===== config.mk =====
export PLATFORM = sky130hd
export DESIGN_NAME = sram_req_arbiter
export DESIGN_NICKNAME = d
export VERILOG_FILES = /design/src/rtl/sram_req_arbiter.sv
export SDC_FILE = /design/constraint.sdc
export NUM_CORES = 1
export LEC_CHECK = 0
export BUFFER_PORTS_ARGS = -buffer_cell sky130_fd_sc_hd__buf_2
export CAP_MARGIN = 20
export CORE_AREA = 10 10 113 115
export CTS_CLUSTER_DIAMETER = 80
export CTS_CLUSTER_SIZE = 16
export DETAILED_ROUTE_END_ITERATION = 6
export DIE_AREA = 0 0 123 125
export GPL_TIMING_DRIVEN = 1
export PLACE_DENSITY_LB_ADDON = 0.05
export SYNTH_ARGS = -nofsm -noshare
export SYNTH_HDL_FRONTEND = slang
export SYNTH_SLANG_ARGS = --single-unit

===== constraint.sdc =====
create_clock -name clk -period 4.5 [get_ports clk]
set_input_delay 0.675 -clock clk [delete_from_list [all_inputs] [get_ports clk]]
set_output_delay 0.675 -clock clk [all_outputs]
set_load 0.1 [all_outputs]

===== src/rtl/sram_req_arbiter.sv =====
// Two-master (inst/data) arbiter onto one SRAM-like slave port.
// Tracks in-flight owners in order so responses return to the right master.
module sram_req_arbiter #(
    parameter int OUTSTANDING = 4,
    parameter int STARVE_LIM  = 4
) (
    input  logic        clk,
    input  logic        reset,

    input  logic        inst_sram_req,
    input  logic        inst_sram_wr,
    input  logic [3:0]  inst_sram_wen,
    input  logic [31:0] inst_sram_addr,
    input  logic [31:0] inst_sram_wdata,
    output logic        inst_sram_addr_ok,
    output logic        inst_sram_data_ok,
    output logic [31:0] inst_sram_rdata,

    input  logic        data_sram_req,
    input  logic        data_sram_wr,
    input  logic [3:0]  data_sram_wen,
    input  logic [31:0] data_sram_addr,
    input  logic [31:0] data_sram_wdata,
    output logic        data_sram_addr_ok,
    output logic        data_sram_data_ok,
    output logic [31:0] data_sram_rdata,

    output logic        sram_req,
    output logic        sram_wr,
    output logic [3:0]  sram_wen,
    output logic [31:0] sram_addr,
    output logic [31:0] sram_wdata,
    input  logic        sram_addr_ok,
    input  logic        sram_data_ok,
    input  logic [31:0] sram_rdata,

    output logic        err_unexp_resp
);

    localparam int PW = $clog2(OUTSTANDING);
    localparam int CW = PW + 1;
    localparam int SW = $clog2(STARVE_LIM + 1);
    localparam logic [CW-1:0] FULL_CNT = CW'(OUTSTANDING);
    localparam logic [SW-1:0] LIM      = SW'(STARVE_LIM);

    logic                   lock_q, lock_d;
    logic                   owner_q, owner_d;
    logic [SW-1:0]          starve_q, starve_d;
    logic [OUTSTANDING-1:0] fifo_q, fifo_d;
    logic [PW-1:0]          wptr_q, wptr_d;
    logic [PW-1:0]          rptr_q, rptr_d;
    logic [CW-1:0]          cnt_q, cnt_d;
    logic                   err_q, err_d;

    logic sel_data;
    logic sel_req;
    logic empty;
    logic full;
    logic pop;
    logic push;
    logic head;

    // A held lock pins the payload until the slave takes it.
    always_comb begin
        sel_data = 1'b0;
        if (lock_q) begin
            sel_data = owner_q;
        end else if (data_sram_req && inst_sram_req) begin
            sel_data = (starve_q < LIM);
        end else begin
            sel_data = data_sram_req;
        end
    end

    assign sel_req = sel_data ? data_sram_req : inst_sram_req;
    assign empty   = (cnt_q == '0);
    assign full    = (cnt_q == FULL_CNT);
    assign pop     = sram_data_ok && !empty && !reset;
    assign head    = fifo_q[rptr_q];

    // A same-cycle pop frees a slot, so a full FIFO can still accept.
    assign sram_req   = sel_req && (!full || pop) && !reset;
    assign push       = sram_req && sram_addr_ok;
    assign sram_wr    = sel_data ? data_sram_wr    : inst_sram_wr;
    assign sram_wen   = sel_data ? data_sram_wen   : inst_sram_wen;
    assign sram_addr  = sel_data ? data_sram_addr  : inst_sram_addr;
    assign sram_wdata = sel_data ? data_sram_wdata : inst_sram_wdata;

    assign inst_sram_addr_ok = push && !sel_data;
    assign data_sram_addr_ok = push && sel_data;
    assign inst_sram_data_ok = pop && !head;
    assign data_sram_data_ok = pop && head;
    assign inst_sram_rdata   = sram_rdata;
    assign data_sram_rdata   = sram_rdata;
    assign err_unexp_resp    = err_q;

    always_comb begin
        fifo_d   = fifo_q;
        wptr_d   = wptr_q;
        rptr_d   = rptr_q;
        cnt_d    = cnt_q;
        lock_d   = lock_q;
        owner_d  = owner_q;
        starve_d = starve_q;
        err_d    = err_q;

        if (push) begin
            fifo_d[wptr_q] = sel_data;
            wptr_d         = wptr_q + 1'b1;
        end
        if (pop) begin
            rptr_d = rptr_q + 1'b1;
        end
        unique case ({push, pop})
            2'b10:   cnt_d = cnt_q + 1'b1;
            2'b01:   cnt_d = cnt_q - 1'b1;
            default: cnt_d = cnt_q;
        endcase

        if (push) begin
            lock_d = 1'b0;
        end else if (sram_req && !sram_addr_ok) begin
            lock_d  = 1'b1;
            owner_d = sel_data;
        end

        if (!inst_sram_req) begin
            starve_d = '0;
        end else if (push && !sel_data) begin
            starve_d = '0;
        end else if (push && sel_data && (starve_q != LIM)) begin
            starve_d = starve_q + 1'b1;
        end

        if (sram_data_ok && empty) begin
            err_d = 1'b1;
        end
    end

    always_ff @(posedge clk or posedge reset) begin
        if (reset) begin
            fifo_q   <= '0;
            wptr_q   <= '0;
            rptr_q   <= '0;
            cnt_q    <= '0;
            lock_q   <= 1'b0;
            owner_q  <= 1'b0;
            starve_q <= '0;
            err_q    <= 1'b0;
        end else begin
            fifo_q   <= fifo_d;
            wptr_q   <= wptr_d;
            rptr_q   <= rptr_d;
            cnt_q    <= cnt_d;
            lock_q   <= lock_d;
            owner_q  <= owner_d;
            starve_q <= starve_d;
            err_q    <= err_d;
        end
    end

endmodule


==> results of run 1 <==
==> critical path, cell delays in order <==
cell and delay [ps]:
sky130_fd_sc_hd__buf_2 130, sky130_fd_sc_hd__and2_1 200, sky130_fd_sc_hd__o21ai_4 500, sky130_fd_sc_hd__buf_4 340, sky130_fd_sc_hd__nand2_1 90, sky130_fd_sc_hd__nand2_1 80
sky130_fd_sc_hd__buf_2 430
==> logic make-up after synthesis <==
| kind of cell | synth area share |
|---|---|
| buffers and inverters | 0.257 |
| AND/OR/NAND/NOR | 0.399 |
| XOR/XNOR | 0.0229 |
| AO/OA/AOI/OAI | 0.0659 |
| adder cells (fa/ha/maj) | 0.0468 |
| multiplexers | 0.0240 |
| flip-flops | 0.185 |
==> per-stage QoR <==
step / util / instances / hold slack, ps
floorplan: - / 374 / 453
global placement: 0.290 / 657 / 437
detailed placement: 0.290 / 657 / 446
CTS: 0.294 / 661 / 461
global route: 0.296 / 662 / 474
finish: 0.296 / 662 / 462
==> worst paths after layout <==
kind / startpoint / to / slack [ps] / depth (start not counted)
worst max-delay path: inst_sram_req / sram_addr[15] / 1380 / 7
worst min-delay path: err_unexp_resp / err_unexp_resp / 460 / 1
worst max register to register: cnt_q[0] / cnt_q[2] / 2000 / 9
worst min register to register: err_unexp_resp / err_unexp_resp / 460 / 1
max in group asynchronous: reset / starve_q[2] / 3820 / 3
min in group asynchronous: reset / cnt_q[0] / 490 / 3
==> cell type report <==
cell class | count | area [sq um]
fillers | 1249 | 7470
multi-input cells | 268 | 1290
repair buffers | 224 | 1160
flip-flops and latches | 17 | 425
well taps | 140 | 175
clock buffers | 3 | 41.3
inverters | 9 | 33.8
clock inverters | 1 | 5.00
==> sequential cells by signal, summed over array words and instances, names as in the netlist <==
signal          flops
lock_q              1
wptr_q              2
rptr_q              2
cnt_q               3
owner_q             1
err_unexp_resp      1
starve_q            3
fifo_q              4
==> placed cells by master, fill, tap and decap left out, drive strengths merged <==
master and count:
buf 224, nand2 215, dfrtp 17, inv 9, ha 7, a31oi 5
a41oi 4, nand3 3, xnor2 3, xor2 3, nor2 3, clkbuf 3
and2 2, mux2 2, o21ai 2, o21a 2, nand2b 1, nand3b 1
or4b 1, and4 1, o211a 1, o22ai 1, o32ai 1, mux2i 1
nor3 1, nor3b 1, a21oi 1, a21o 1, mux4 1, nor2b 1
a211oi 1, or3b 1, fa 1, clkinv 1
==> metal layers <==
layer  wire (um)  vias to the layer above
met3        1440                        8
met4          67                        0
met5           0                        -
met2        5910                      173
met1        3670                     1150
li1            -                     1388
==> flow_summary.ini, run 1 <==
[global_route]
gr-usage-met3 = 0.0617
gr-usage-all-layers = 0.130
globalRouteMet2Util = 0.251
grt.met1_usage = 0.122
grt_pass1_vias = 2869
grt_first_pass_wirelength_um = 16100
antenna_found_initial = 0
gr-total-overflow = 0
global_route.peak_usage_layer = met2
grt_max_degree = 54

[routing]
drcViolationCount = 0
detailedRoute.firstIterationViolations = 103
post_drt_wl_per_cell_um = 16.7
routed-via-count = 2719
drtPass1Iterations = 4
postRouteAntennaNets = 0
viasPerCell = 4.11
totalWireLength_um = 11100

[sta]
maxSlewHeadroom = 0.550
maxSlewViolCount = 0
hold_viol = 0
setup_tns_ps = 0
setup_repair_after_global_routing_missed_its_margin = no
timing.final.setup_violations = 0
maxClockFrequency_mhz = 321
tightestPinTransition_ps = 674
period_needed_ps = 3120
layout_setup_ws_ps = 1380
min_period_over_period = 0.693
finalClockSkew_ps = 2.14

[floorplan]
placementRows = 38
die_area_sq_um = 15400
floorplan.die.width_um = 123
initial_utilization = 0.217
ioPinCount = 315
placeableCoreArea_sq_um = 10600
floorplan.die.height_um = 125

[setup_path]
timing.critical_path.fanout_max = 20
timing.setup.critical_path_class = in2out
arrival_ps = 2440
crit_path_start_kind = input port
critical_path.endpoint_type = primary output
cp.required_ps = 3830

[synth]
post_synth_instance_area_sq_um = 2300
synth_most_common_cell = sky130_fd_sc_hd__nand2_1
synth_flop_cell = sky130_fd_sc_hd__dfrtp_1
postSynth.asyncResetShare = 1.00
yosys_warnings = 0
yosys-top-cells-count = sky130_fd_sc_hd__nand2_1, sky130_fd_sc_hd__buf_4, sky130_fd_sc_hd__dfrtp_1
postSynthNetCount = 558
netlist_instances = 374
post_synthesis_sequential_element_count = 17
post_synth_main_area_contributors = sky130_fd_sc_hd__nand2_1, sky130_fd_sc_hd__buf_4, sky130_fd_sc_hd__dfrtp_1
synth_largest_area_cell = sky130_fd_sc_hd__nand2_1
synth.lib_cells_used.distinct = 38
post_synth.cell_area_avg_sq_um = 6.14
synth_sequential_area_ratio = 0.185
post-synth-top-area-fraction = 0.350
synth-edff-count = 0

[finish]
num-nets-final = 707
final_cell_area_sq_um = 3140
drive_gt1_frac = 0.452
antenna_cells_inserted = 0
syn2layout_area_growth_pct = 36.5

[clock_tree]
clock_insertion_delay_worst_skew_ps = 250
maximum_root_to_sink_buffer_count = 2
cts.repair_timing.setup_buffer_count = 0
cts.sinks = 17
clk_transition_reported_paths_ps = 70
hold_buffers = 0
clockRootBuffer = sky130_fd_sc_hd__clkbuf_8
cts_made_buffers = 3
cts_max_level = 1
tritoncts = yes
post_cts.resized_instances = 0

[placed_design]
globalplace.congestion = 0.801
placed_cell_area_sq_um = 3070
detailedPlacementHpwl_um = 9600
preCtsSetupSlack_ps = 1000
place.port_buffers = 218

[job]
maxCapViolCount = 0

[hold_path]
worst_hold_check_path_type = reg2reg

[status]
run_status = complete, no violations
Power of run 1 is left out: the tool's default activity adds up to more than one toggle a clock period on the data nets, which glitch-free logic cannot reach.
==> inputs of run 2 (changes only) <==
Clock period 4.5 ns to 3.01 ns, I/O delays scaled along.
==> run 2 against run 1 <==
  * Clock skew rose by 5.6 ps
  * Critical path depth down 1
  * Critical path type is now reg2out
  * Routed wire length shrank 0.53%
  * Via count increased by 1.1%
  * Highest routed layer unchanged
  * First-iteration DRC count is 14% lower
  * Worst hold slack worse by 320 ps
  * Flip-flop and latch count stayed put
  * Cell count increased by 0.45%
  * Register-to-register slack got worse by 1500 ps
  * Non-clock buffer count increased by 1
  * Worst setup slack worse by 910 ps
==> flow_summary.ini, run 2 (synthesis results as in run 1) <==
[status]
run_status = complete, no violations

[routing]
totalWireLength_um = 11000
post_drt_wl_per_cell_um = 16.6
detailedRoute.firstIterationViolations = 89
drtPass1Iterations = 4
routed-via-count = 2750
viasPerCell = 4.14
drcViolationCount = 0
postRouteAntennaNets = 0

[placed_design]
globalplace.congestion = 0.812
placed_cell_area_sq_um = 3790
place.port_buffers = 218
instance_count_after_placement_with_tap_cells_included = 659
detailedPlacementHpwl_um = 9610

[setup_path]
reg2regPathDepth = 9
cp.required_ps = 2560
timing.critical_path.fanout_max = 39
critical_path.endpoint_type = primary output
timing.critical_path.cells = nand2b_1 > o21ai_4 > buf_12 > nand2_1 > nand2_1 > buf_2
crit_path_start_kind = flip-flop
timing.setup.critical_path_class = reg2out
critical_path_buf_inv_count = 2
arrival_ps = 2080
worst_path_dominant_cell_family = buffers and inverters
critical-path-slowest-cell = sky130_fd_sc_hd__buf_2
delay_contributed_by_the_slowest_stage_of_the_critical_path_ps = 420
path_depth = 6
crit_path_frequent_cell = sky130_fd_sc_hd__nand2_1

[sta]
finalClockSkew_ps = 7.71
period_needed_ps = 2540
maxSlewHeadroom = 0.670
maxSlewViolCount = 0
hold_viol = 0
tightestPinTransition_ps = 498
setup_repair_after_global_routing_missed_its_margin = no
min_period_over_period = 0.842
maxClockFrequency_mhz = 394
timing.final.setup_violations = 0

[floorplan]
placeableCoreArea_sq_um = 10600
die_area_sq_um = 15400
placementRows = 38
floorplan.die.width_um = 123
initial_utilization = 0.217
floorplan.die.height_um = 125
ioPinCount = 315

[hold_path]
worst_hold_check_path_type = in2async

[finish]
layout.cells.most_common = sky130_fd_sc_hd__nand2_1
syn2layout_area_growth_pct = 67.3
largest_register_ffs = 4
final_cell_area_sq_um = 3840
drive_gt1_frac = 0.455
top_reg_by_flops = fifo_q
num-nets-final = 708
top_regs = fifo_q x4, cnt_q x3, starve_q x3
post_route_insts_no_fill = 665
layout_common_cells = sky130_fd_sc_hd__nand2_1, sky130_fd_sc_hd__buf_2, sky130_fd_sc_hd__buf_12

[global_route]
gr-total-overflow = 0
grt_pass1_vias = 2727
grt_first_pass_wirelength_um = 15900
antenna_found_initial = 1
grt_max_degree = 58
gr-usage-all-layers = 0.129

[clock_tree]
cts.sinks = 17
clk_transition_reported_paths_ps = 70
clock_insertion_delay_worst_skew_ps = 260
cts_made_buffers = 3
tritoncts = yes
post_cts.resized_instances = 0
cts.repair_timing.setup_buffer_count = 0
hold_buffers = 0
cts_max_level = 1
clockRootBuffer = sky130_fd_sc_hd__clkbuf_8
maximum_root_to_sink_buffer_count = 2

[job]
maxCapViolCount = 0
==> run 2: cell types whose count changed in the layout (fill, tap and decap cells not counted) <==
cell,before,now
sky130_fd_sc_hd__a21oi_1,1,0
sky130_fd_sc_hd__buf_12,2,48
sky130_fd_sc_hd__diode_2,0,2
sky130_fd_sc_hd__buf_4,4,5
sky130_fd_sc_hd__a21oi_2,0,1
sky130_fd_sc_hd__buf_2,218,172
==> run 2: final timing paths <==
| kind | start | slack [ps] | endpoint |
|---|---|---|---|
| max in group asynchronous | reset | 2400 | starve_q[2] |
| min in group clk | sram_data_ok | 430 | err_unexp_resp |
| min reg2reg | err_unexp_resp | 460 | err_unexp_resp |
| max | lock_q | 470 | sram_wen[1] |
| min | reset | 140 | wptr_q[1] |
| max reg2reg | cnt_q[0] | 550 | cnt_q[2] |
==> run 2: area by class of cell <==
| type | count | area (sq um) |
|---|---|---|
| Multi-Input combinational cell | 268 | 1300 |
| Clock buffer | 3 | 41.3 |
| Sequential cell | 17 | 425 |
| Clock inverter | 1 | 5.00 |
| Fill cell | 1152 | 6760 |
| Tap cell | 140 | 175 |
| Timing Repair Buffer | 225 | 1860 |
| Antenna cell | 2 | 5.00 |
| Inverter | 9 | 33.8 |
==> run 2: per-stage QoR <==
| stage | hold slack (ps) | setup slack [ps] | TNS (ps) | util |
|---|---|---|---|---|
| final | 143 | 475 | 0 | 0.363 |
| after CTS | 150 | 437 | 0 | 0.362 |
| after floorplan | 394 | -82.6 | -165 | - |
| after global routing | 177 | 339 | 0 | 0.362 |
| after detailed placement | 429 | 442 | 0 | 0.358 |
| after global placement | 437 | 489 | 0 | 0.358 |
==> run 2: worst reg2reg max path: cells and delay by family (launching register included) <==
kind	cells	cell delay, ps
flip-flops	1	420
XOR/XNOR	2	300
buffers and inverters	1	60
adder cells (fa/ha/maj)	2	570
AND/OR/NAND/NOR	4	1060
==> run 2: metal layers <==
| metal | up-vias | GRT usage | share of wire |
|---|---|---|---|
| li1 | 1391 | - | - |
| met1 | 1164 | 0.128 | 0.34 |
| met2 | 187 | 0.236 | 0.52 |
| met3 | 8 | 0.0581 | 0.14 |
| met4 | 0 | 0.0308 | 0.0077 |
| met5 | - | 0 | 0 |
Power of run 2 is left out for the same reason.
==> inputs of run 3 (changes only) <==
Settings changed: ABC_AREA from default to 1, CORE_AREA 10 10 113 115 to 10 10 115 117, DIE_AREA 0 0 123 125 to 0 0 125 127.
Clock period 3.01 ns to 2.1 ns, I/O delays scaled along.
==> run 3 against run 2 <==
  * Count of clock-buffer cells in the layout unchanged
  * Synthesized cell count up 8.6%
  * Global-route usage up 1.3 points
  * Die area is 3.3% higher
  * Design area rose by 22%
  * Cell count rose by 8.1%
  * Register-to-register slack got worse by 380 ps
  * Worst setup slack lost 440 ps
  * Sequential share of layout area is 2.0 points lower
  * Critical path depth rose by 2
  * Critical endpoint is now inst_sram_addr_ok
  * Via count rose by 6.2%
  * First-iteration DRC count down 1.1%
==> flow_summary.ini, run 3 <==
[finish]
drive_gt1_frac = 0.522
top_regs = fifo_q x4, cnt_q x3, starve_q x3
syn2layout_area_growth_pct = 101
largest_register_ffs = 4
num-nets-final = 760
top_reg_by_flops = fifo_q
layout_common_cells = sky130_fd_sc_hd__nand2_1, sky130_fd_sc_hd__buf_2, sky130_fd_sc_hd__buf_12
finalCoreUtilization = 0.420
post_route_insts_no_fill = 719
layout.cells.most_common = sky130_fd_sc_hd__nand2_1

[synth]
synth_most_common_cell = sky130_fd_sc_hd__nand2_1
post_synthesis_sequential_element_count = 17
postSynth.asyncResetShare = 1.00
synth.lib_cells_used.distinct = 25
synth_sequential_area_ratio = 0.183
synth_largest_area_cell = sky130_fd_sc_hd__nand2_1
post_synth.cell_area_avg_sq_um = 5.73
post_synth_main_area_contributors = sky130_fd_sc_hd__nand2_1, sky130_fd_sc_hd__buf_4, sky130_fd_sc_hd__dfrtp_1
synth_flop_cell = sky130_fd_sc_hd__dfrtp_1
yosys_warnings = 0
post_synth_instance_area_sq_um = 2320
synth-edff-count = 0
netlist_instances = 406
postSynthNetCount = 590
yosys-top-cells-count = sky130_fd_sc_hd__nand2_1, sky130_fd_sc_hd__buf_4, sky130_fd_sc_hd__inv_1
post-synth-top-area-fraction = 0.368

[sta]
maxSlewViolCount = 0
maxSlewHeadroom = 0.677
tightestPinTransition_ps = 488
min_period_over_period = 0.984
setup_tns_ps = 0
hold_viol = 0
maxClockFrequency_mhz = 484
finalClockSkew_ps = 4.97
setup_repair_after_global_routing_missed_its_margin = yes
period_needed_ps = 2070
timing.final.setup_violations = 0

[routing]
drcViolationCount = 0
viasPerCell = 4.06
post_drt_wl_per_cell_um = 17.7
detailedRoute.firstIterationViolations = 88
totalWireLength_um = 12700
drtPass1Iterations = 4
routed-via-count = 2920
postRouteAntennaNets = 0

[clock_tree]
maximum_root_to_sink_buffer_count = 2
clk_transition_reported_paths_ps = 60
cts_made_buffers = 3
cts_max_level = 1
clock_insertion_delay_worst_skew_ps = 250
cts.sinks = 17
clockRootBuffer = sky130_fd_sc_hd__clkbuf_16
tritoncts = yes

[global_route]
grt_first_pass_wirelength_um = 18000
grt_pass1_vias = 2976
gr-total-overflow = 0
gr-usage-all-layers = 0.141
grt_max_degree = 40
antenna_found_initial = 2

[setup_path]
critical_path.endpoint_type = primary output
timing.setup.critical_path_class = reg2out
delay_contributed_by_the_slowest_stage_of_the_critical_path_ps = 400
crit_path_start_kind = flip-flop
cp.required_ps = 1780
critical-path-slowest-cell = sky130_fd_sc_hd__dfrtp_1
timing.critical_path.cells = nand2_2 > buf_6 > a21oi_4 > buf_6 > buf_12 > nand4_1 > inv_2 > buf_12
timing.critical_path.fanout_max = 5
arrival_ps = 1750

[floorplan]
placeableCoreArea_sq_um = 11100
floorplan.die.width_um = 125
ioPinCount = 315
initial_utilization = 0.209
placementRows = 39
floorplan.die.height_um = 127
die_area_sq_um = 15900

[hold_path]
worst_hold_check_path_type = in2async

[placed_design]
detailedPlacementHpwl_um = 10700
instance_count_after_placement_with_tap_cells_included = 701
place.port_buffers = 218
globalplace.congestion = 0.776

[job]
maxCapViolCount = 0

[pwr]
power.ir.vdd_worst_mv = 1.19
fin_total_pwr_w = 0.00924
power_density_nw_per_um2 = 1980
p_leak_nw = 2.61

[status]
run_status = complete, no violations
## run 3: cell types whose count changed in the layout (fill, tap and decap cells not counted), moves of 7 or more
cell | before | now
sky130_fd_sc_hd__a21oi_1 | 0 | 10
sky130_fd_sc_hd__buf_2 | 172 | 145
sky130_fd_sc_hd__buf_12 | 48 | 75
sky130_fd_sc_hd__nand2_1 | 214 | 191
sky130_fd_sc_hd__clkbuf_16 | 0 | 7
sky130_fd_sc_hd__inv_1 | 8 | 18
sky130_fd_sc_hd__nor2_1 | 3 | 13
sky130_fd_sc_hd__buf_4 | 5 | 14
sky130_fd_sc_hd__nand2_2 | 0 | 39
## run 3: logic make-up after synthesis
logic type	count (synthesis)	synth area share
buf+inv	101	0.271
simple gates	256	0.435
flops	17	0.183
fa+ha+maj	8	0.0463
compound gates	19	0.0458
xor+xnor	5	0.0188
## run 3: timing repair
item | CTS | global route
gates resized for setup | 2 | 47
hold endpoints to repair | 0 | 0
pin swaps | 3 | 5
hold buffers | 0 | 0
setup endpoints to repair | 2 | 61
cloned | 1 | 4
setup buffers | 1 | 7
## run 3: where the power goes
group / switching (W) / internal [W] / leakage (nW)
registers: 0.000105 / 0.000461 / 0.203
logic: 0.00548 / 0.00279 / 2.37
clock network: 0.000134 / 0.000257 / 0.0371
total: 0.00572 / 0.00351 / 2.61
## run 3: through the flow
stage	setup slack [ps]	instance area, sq um	hold slack, ps
floorplan	-229	2330	157
CTS	-29.3	4400	88.3
detailed placement	11.4	4280	353
global placement	18.0	4280	352
finish	34.5	4670	82.7
global route	-49.4	4670	101
## run 3: critical path: cells and delay by family, from the launching register on
| family | cells | cell delay [ps] |
|---|---|---|
| AND/OR/NAND/NOR | 2 | 230 |
| AO/OA/AOI/OAI | 1 | 160 |
| buffers and inverters | 5 | 690 |
| flip-flops | 1 | 400 |
## run 3: final timing paths
kind / startpoint / end / slack [ps] / cells after the start
setup / recovery: starve_q[2] / inst_sram_addr_ok / 30 / 8
hold / removal: reset / rptr_q[0] / 80 / 3
hold reg to reg: err_unexp_resp / err_unexp_resp / 450 / 1
min in group clk: sram_data_ok / err_unexp_resp / 290 / 2
max in group asynchronous: reset / lock_q / 1870 / 3
setup reg to reg: cnt_q[0] / cnt_q[2] / 170 / 13
## run 3: layout make-up
cell class	count	area, sq um
diodes	1	2.50
clock buffers	3	75.1
clock inverters	1	7.51
fillers	1171	6450
inverters	23	93.8
multi-input cells	288	1390
flip-flops and latches	17	425
well taps	143	179
repair buffers	243	2500
## run 3: routing by layer
layer	wire length (um)	track usage
met2	6820	0.262
met3	1290	0.0658
met4	115	0.0257
met1	4480	0.143
met5	13	0
Note: power is estimated with default switching activity, not from simulation.
